$ cat config.mk
export PLATFORM = sky130hd
export DESIGN_NAME = adder_tree_feeder
export DESIGN_NICKNAME = d
export VERILOG_FILES = /design/src/rtl/adder_tree_feeder.sv
export SDC_FILE = /design/constraint.sdc
export NUM_CORES = 1
export LEC_CHECK = 0
export ABC_AREA = 1
export ABC_CLOCK_PERIOD_IN_PS = 2150
export CORE_MARGIN = 5
export CORE_UTILIZATION = 45
export CTS_CLUSTER_SIZE = 24
export DETAILED_ROUTE_END_ITERATION = 8
export GPL_ROUTABILITY_DRIVEN = 0
export HOLD_SLACK_MARGIN = 0.06
export MAX_ROUTING_LAYER = met4
export PLACE_DENSITY = 0.9
export SLEW_MARGIN = 30
export SYNTH_ARGS = -nofsm -noshare
export SYNTH_HDL_FRONTEND = slang
export SYNTH_SLANG_ARGS = --single-unit
$ cat constraint.sdc
create_clock -name clk -period 2.15 [get_ports clk]
set_clock_uncertainty 0.1 [all_clocks]
set_input_delay 0.3225 -clock clk [delete_from_list [all_inputs] [get_ports clk]]
set_output_delay 0.3225 -clock clk [all_outputs]
set_load 0.01 [all_outputs]
$ cat src/rtl/adder_tree_feeder.sv
// adder_tree_feeder: gathers a serial unsigned sample stream into an
// INPUTS_NUM-slot window and presents it packed and zero-extended as the
// idata vector of adder_tree. Slot 0 holds the newest sample. win_valid marks
// a new window and sum_valid follows it by TREE_LATENCY clocks so downstream
// logic can qualify the tree output.
// SLIDING=1 gives a moving window; SLIDING=0 gives disjoint blocks.
// Optional feature: define FEEDER_FLUSH_EN to add the flush port, which pads
// and emits a partial block.
module adder_tree_feeder #(
    parameter int INPUTS_NUM   = 7,
    parameter int IDATA_WIDTH  = 16,
    parameter int SAMPLE_WIDTH = 8,
    parameter int TREE_LATENCY = 3,
    parameter int SLIDING      = 1,
    localparam int FW          = $clog2(INPUTS_NUM + 1)
) (
    input  logic                              clk,
    input  logic                              rst,
    input  logic                              in_valid,
    input  logic [SAMPLE_WIDTH-1:0]           in_data,
    output logic                              in_ready,
`ifdef FEEDER_FLUSH_EN
    input  logic                              flush,
`endif
    output logic [INPUTS_NUM*IDATA_WIDTH-1:0] win_data,
    output logic                              win_valid,
    output logic                              sum_valid,
    output logic [FW-1:0]                     fill_cnt,
    output logic [15:0]                       win_cnt
);

    typedef enum logic {FILL = 1'b0, RUN = 1'b1} state_t;

    state_t                    state_q, state_d;
    logic [IDATA_WIDTH-1:0]    slot_q [INPUTS_NUM];
    logic [IDATA_WIDTH-1:0]    slot_d [INPUTS_NUM];
    logic [FW-1:0]             fill_q, fill_d;
    logic                      win_valid_q, win_valid_d;
    logic [15:0]               win_cnt_q, win_cnt_d;
    // Set after a partial-block emit: the padded window is shown for one
    // cycle, then every slot is wiped so stale data never leaks into the
    // next block.
    logic                      clr_q, clr_d;
    logic [TREE_LATENCY-1:0]   dly_q, dly_d;
    logic                      flush_w;
    logic                      accept;
    logic [FW-1:0]             fill_inc;

`ifdef FEEDER_FLUSH_EN
    assign flush_w  = flush;
    assign in_ready = ~flush;
`else
    assign flush_w  = 1'b0;
    assign in_ready = 1'b1;
`endif

    assign accept   = in_valid & ~flush_w;
    assign fill_inc = fill_q + 1'b1;
    // The window strobe walks through a plain shift line; bit 0 takes the
    // strobe one clock after it becomes visible.
    assign dly_d    = TREE_LATENCY'({dly_q, win_valid_q});

    // Next-state logic: slot shifting, fill counting, flush handling.
    always_comb begin
        state_d     = state_q;
        slot_d      = slot_q;
        fill_d      = fill_q;
        win_valid_d = 1'b0;
        win_cnt_d   = win_cnt_q;
        clr_d       = 1'b0;

        if (clr_q) begin
            for (int k = 0; k < INPUTS_NUM; k++) slot_d[k] = '0;
        end

        if (flush_w) begin
            if (state_q == RUN) begin
                for (int k = 0; k < INPUTS_NUM; k++) slot_d[k] = '0;
                fill_d  = '0;
                state_d = FILL;
            end else if (fill_q != '0) begin
                for (int k = 0; k < INPUTS_NUM; k++) begin
                    if (FW'(k) >= fill_q) slot_d[k] = '0;
                end
                win_valid_d = 1'b1;
                win_cnt_d   = win_cnt_q + 16'd1;
                fill_d      = '0;
                clr_d       = 1'b1;
            end
        end else if (accept) begin
            for (int k = INPUTS_NUM - 1; k > 0; k--) slot_d[k] = slot_d[k-1];
            slot_d[0] = IDATA_WIDTH'(in_data);
            if (state_q == RUN) begin
                win_valid_d = 1'b1;
                win_cnt_d   = win_cnt_q + 16'd1;
            end else if (fill_inc == FW'(INPUTS_NUM)) begin
                win_valid_d = 1'b1;
                win_cnt_d   = win_cnt_q + 16'd1;
                if (SLIDING != 0) begin
                    fill_d  = fill_inc;
                    state_d = RUN;
                end else begin
                    fill_d  = '0;
                end
            end else begin
                fill_d = fill_inc;
            end
        end
    end

    // State registers; reset clears the window and the whole strobe delay line.
    always_ff @(posedge clk) begin
        if (rst) begin
            state_q     <= FILL;
            slot_q      <= '{default: '0};
            fill_q      <= '0;
            win_valid_q <= 1'b0;
            win_cnt_q   <= '0;
            clr_q       <= 1'b0;
            dly_q       <= '0;
        end else begin
            state_q     <= state_d;
            slot_q      <= slot_d;
            fill_q      <= fill_d;
            win_valid_q <= win_valid_d;
            win_cnt_q   <= win_cnt_d;
            clr_q       <= clr_d;
            dly_q       <= dly_d;
        end
    end

    // Pack the slots into the flat idata layout the tree expects.
    always_comb begin
        win_data = '0;
        for (int k = 0; k < INPUTS_NUM; k++) begin
            win_data[k*IDATA_WIDTH +: IDATA_WIDTH] = slot_q[k];
        end
    end

    assign win_valid = win_valid_q;
    assign sum_valid = dly_q[TREE_LATENCY-1];
    assign fill_cnt  = fill_q;
    assign win_cnt   = win_cnt_q;

endmodule

==> flow_summary.yaml <==
finish:
  layout-drive-gt1-share_pct: 5.396
  instances_no_fill: 658
  final_nets: 565
  antenna_cells: 0
  syn2layout_area_growth_pct: 24.63
  nFillCells: 663
worst_hold_path:
  hold_path.class: "in -> reg"
floorplanning:
  core-area_um2: 7687
  die_area_um2: 9743
  ioPinCount: 145
  start_util_pct: 46.06
  rows: 32
  fp.dieW_um: 98.71
  die_h_um: 98.71
critical_path:
  crit_path_end_kind: "output pin"
  slowest_stage: "clkdlybuf4s50_1"
  arrival_ns: 1.39
  critPathKind: "reg -> out"
  worstPathRequired_ns: 1.73
  path_cells: "clkdlybuf4s50_1"
  crit_family: "buffers and inverters"
  cp_num_buf_inv: 1
  slowest_delay_ns: 0.59
  cp_max_fo: 6
  cp-start-kind: "register"
routing:
  drcViolationCount: 0
  postRouteAntennaNets: 0
  vias_per_cell: 4.571
  post_drt_wl_per_cell_um: 12.19
  via_count: 3008
  first_pass_iters: 5
  first_iter_violations: 108
  wirelength_um: 8022
timing:
  fin_tns_setup_ns: 0
  slew_violations: 0
  hold_viol_final: 0
  period_needed_ns: 1.813
  rsz0062_at_grt: "no"
  tightestPinTransition_ns: 0.5535
  relSlewSlack_pct: 63.02
  hold-worst-slack_ns: 0.3117
  finalSetupViolCount: 0
  finalCritPeriodShare_pct: 84.31
  fmax_mhz: 551.7
cts:
  cts-buffers-inserted: 9
  clockRootBuffer: "clkbuf_8"
  path_clk_slew_ns: 0.08
  post_cts_resized: 0
  clock_latency_ns: 0.35
  cts.sinks: 80
  post-cts-setup-buffers: 0
  cts_tree: "done"
  h-tree-depth: 3
  clk_path_buf_depth: 2
  postCtsHoldBufs: 0
outcome:
  status: "completed"
grt:
  gr-usage-all-layers_pct: 16.42
  grt_max_degree: 68
  antenna_found_initial: 0
  grt_pass1_vias: 2846
  gr-total-overflow: 0
  grt_pass1_wl_um: 12770
synthesis:
  synth_edf_count: 0
  synth_top_area_share_pct: 45.23
  syn_inst: 474
  async_reset_ff_share_pct: 0
  synthFlopType: "dfxtp_1"
  syn-mean-instance-area_um2: 7.470
  yosys-top-cells-count: "nor2_1, dfxtp_1, o21ai_0, buf_4, nand2_1"
  yosysTopAreaCell: "dfxtp_1"
  synthTopCellsByArea: "dfxtp_1, nor2_1, buf_4"
  ys_seq_elements: 80
  seq_area_frac_synth_pct: 45.23
  synth_cell_types: 21
  yosys_warnings: 0
  yosysMostFrequentCell: "nor2_1"
  syn_area_um2: 3541
placement:
  io_buffers: 87
  hpwlAfterDp_um: 5572
  placed_cells: 642
power:
  leakage_nw: 1.859
  p_per_area_nw_per_um2: 692.2
  finalPower_mw: 3.055
  vdd_drop_max_v: 0.0007703
job:
  drv_cap: 0
flip-flops by register name, summed over array words and instances, names as in the netlist:
name,cells
win_data,56
win_cnt,16
dly_q,3
fill_cnt,3
state_q,1
win_valid,1
metrics by stage:
step	area, µm²	util, %	setup slack [ns]
2_1_floorplan	3747	-	0.6853
3_3_place_gp	4233	55.06	0.5080
3_5_place_dp	4233	55.06	0.3819
4_1_cts	4413	57.41	0.3179
5_1_grt	4413	57.41	0.1939
6_report	4413	57.41	0.3374
cells in the final DEF, fill, tap and decap left out, types with 2 or more instances in the layout:
cell type and n:
a21oi_2 3, ha_1 3, xor2_1 5, dfxtp_1 80, nor2_2 3, nand3_1 12, buf_4 3, clkdlybuf4s50_1 86
inv_6 2, clkbuf_8 9, inv_1 21, o21ai_0 62, nor2_1 139, clkinvlp_4 4, conb_1 57, a21oi_1 15
nand2_1 45
worst paths after layout:
kind | depth (start not counted) | endpoint | startpoint | slack [ns]
max reg2reg | 8 | win_cnt[9] | fill_cnt[0] | 0.36
min | 4 | fill_cnt[0] | in_valid | 0.31
min reg2reg | 2 | dly_q[1] | dly_q[0] | 0.31
max | 1 | win_cnt[2] | win_cnt[2] | 0.34
cell type report:
type,instances,area (µm²),share of cell area (%)
clock buffers,9,123.9,2.807
clock inverters,7,56.30,1.276
inverters,22,85.08,1.928
multi-input cells,347,1510,34.22
flip-flops and latches,80,1602,36.29
well taps,102,127.6,2.892
repair buffers,91,908.4,20.58
report_power, final:
group          switching, mW  total (mW)  internal, mW
sequential            0.0574        1.61          1.56
combinational          0.241       0.436         0.195
clock                  0.576        1.00         0.428
per-layer routing:
layer  up-vias  part of all wire (%)  GRT usage, %
li1       1525                     -             -
met4         0                  0.54         7.143
met3         6                   8.4         5.025
met2       101                    52         27.35
met5         -                     0             -
met1      1376                    39         18.13
logic make-up (layout without fill, tap and decap cells):
group                      count (synthesis)  count (layout)  synth area share [%]
AOI/OAI and AO/OA                         81              81                 12.09
xor gates and xnor gates                   5               5                 1.237
adders and majority gates                  3               3                 1.060
buffers and inverters                    102             129                 17.95
DFF                                       80              80                 45.23
other                                      2              57                0.2121
and+or+nand+nor                          201             201                 22.23
No activity file was read; power rests on OpenSTA's default activity.
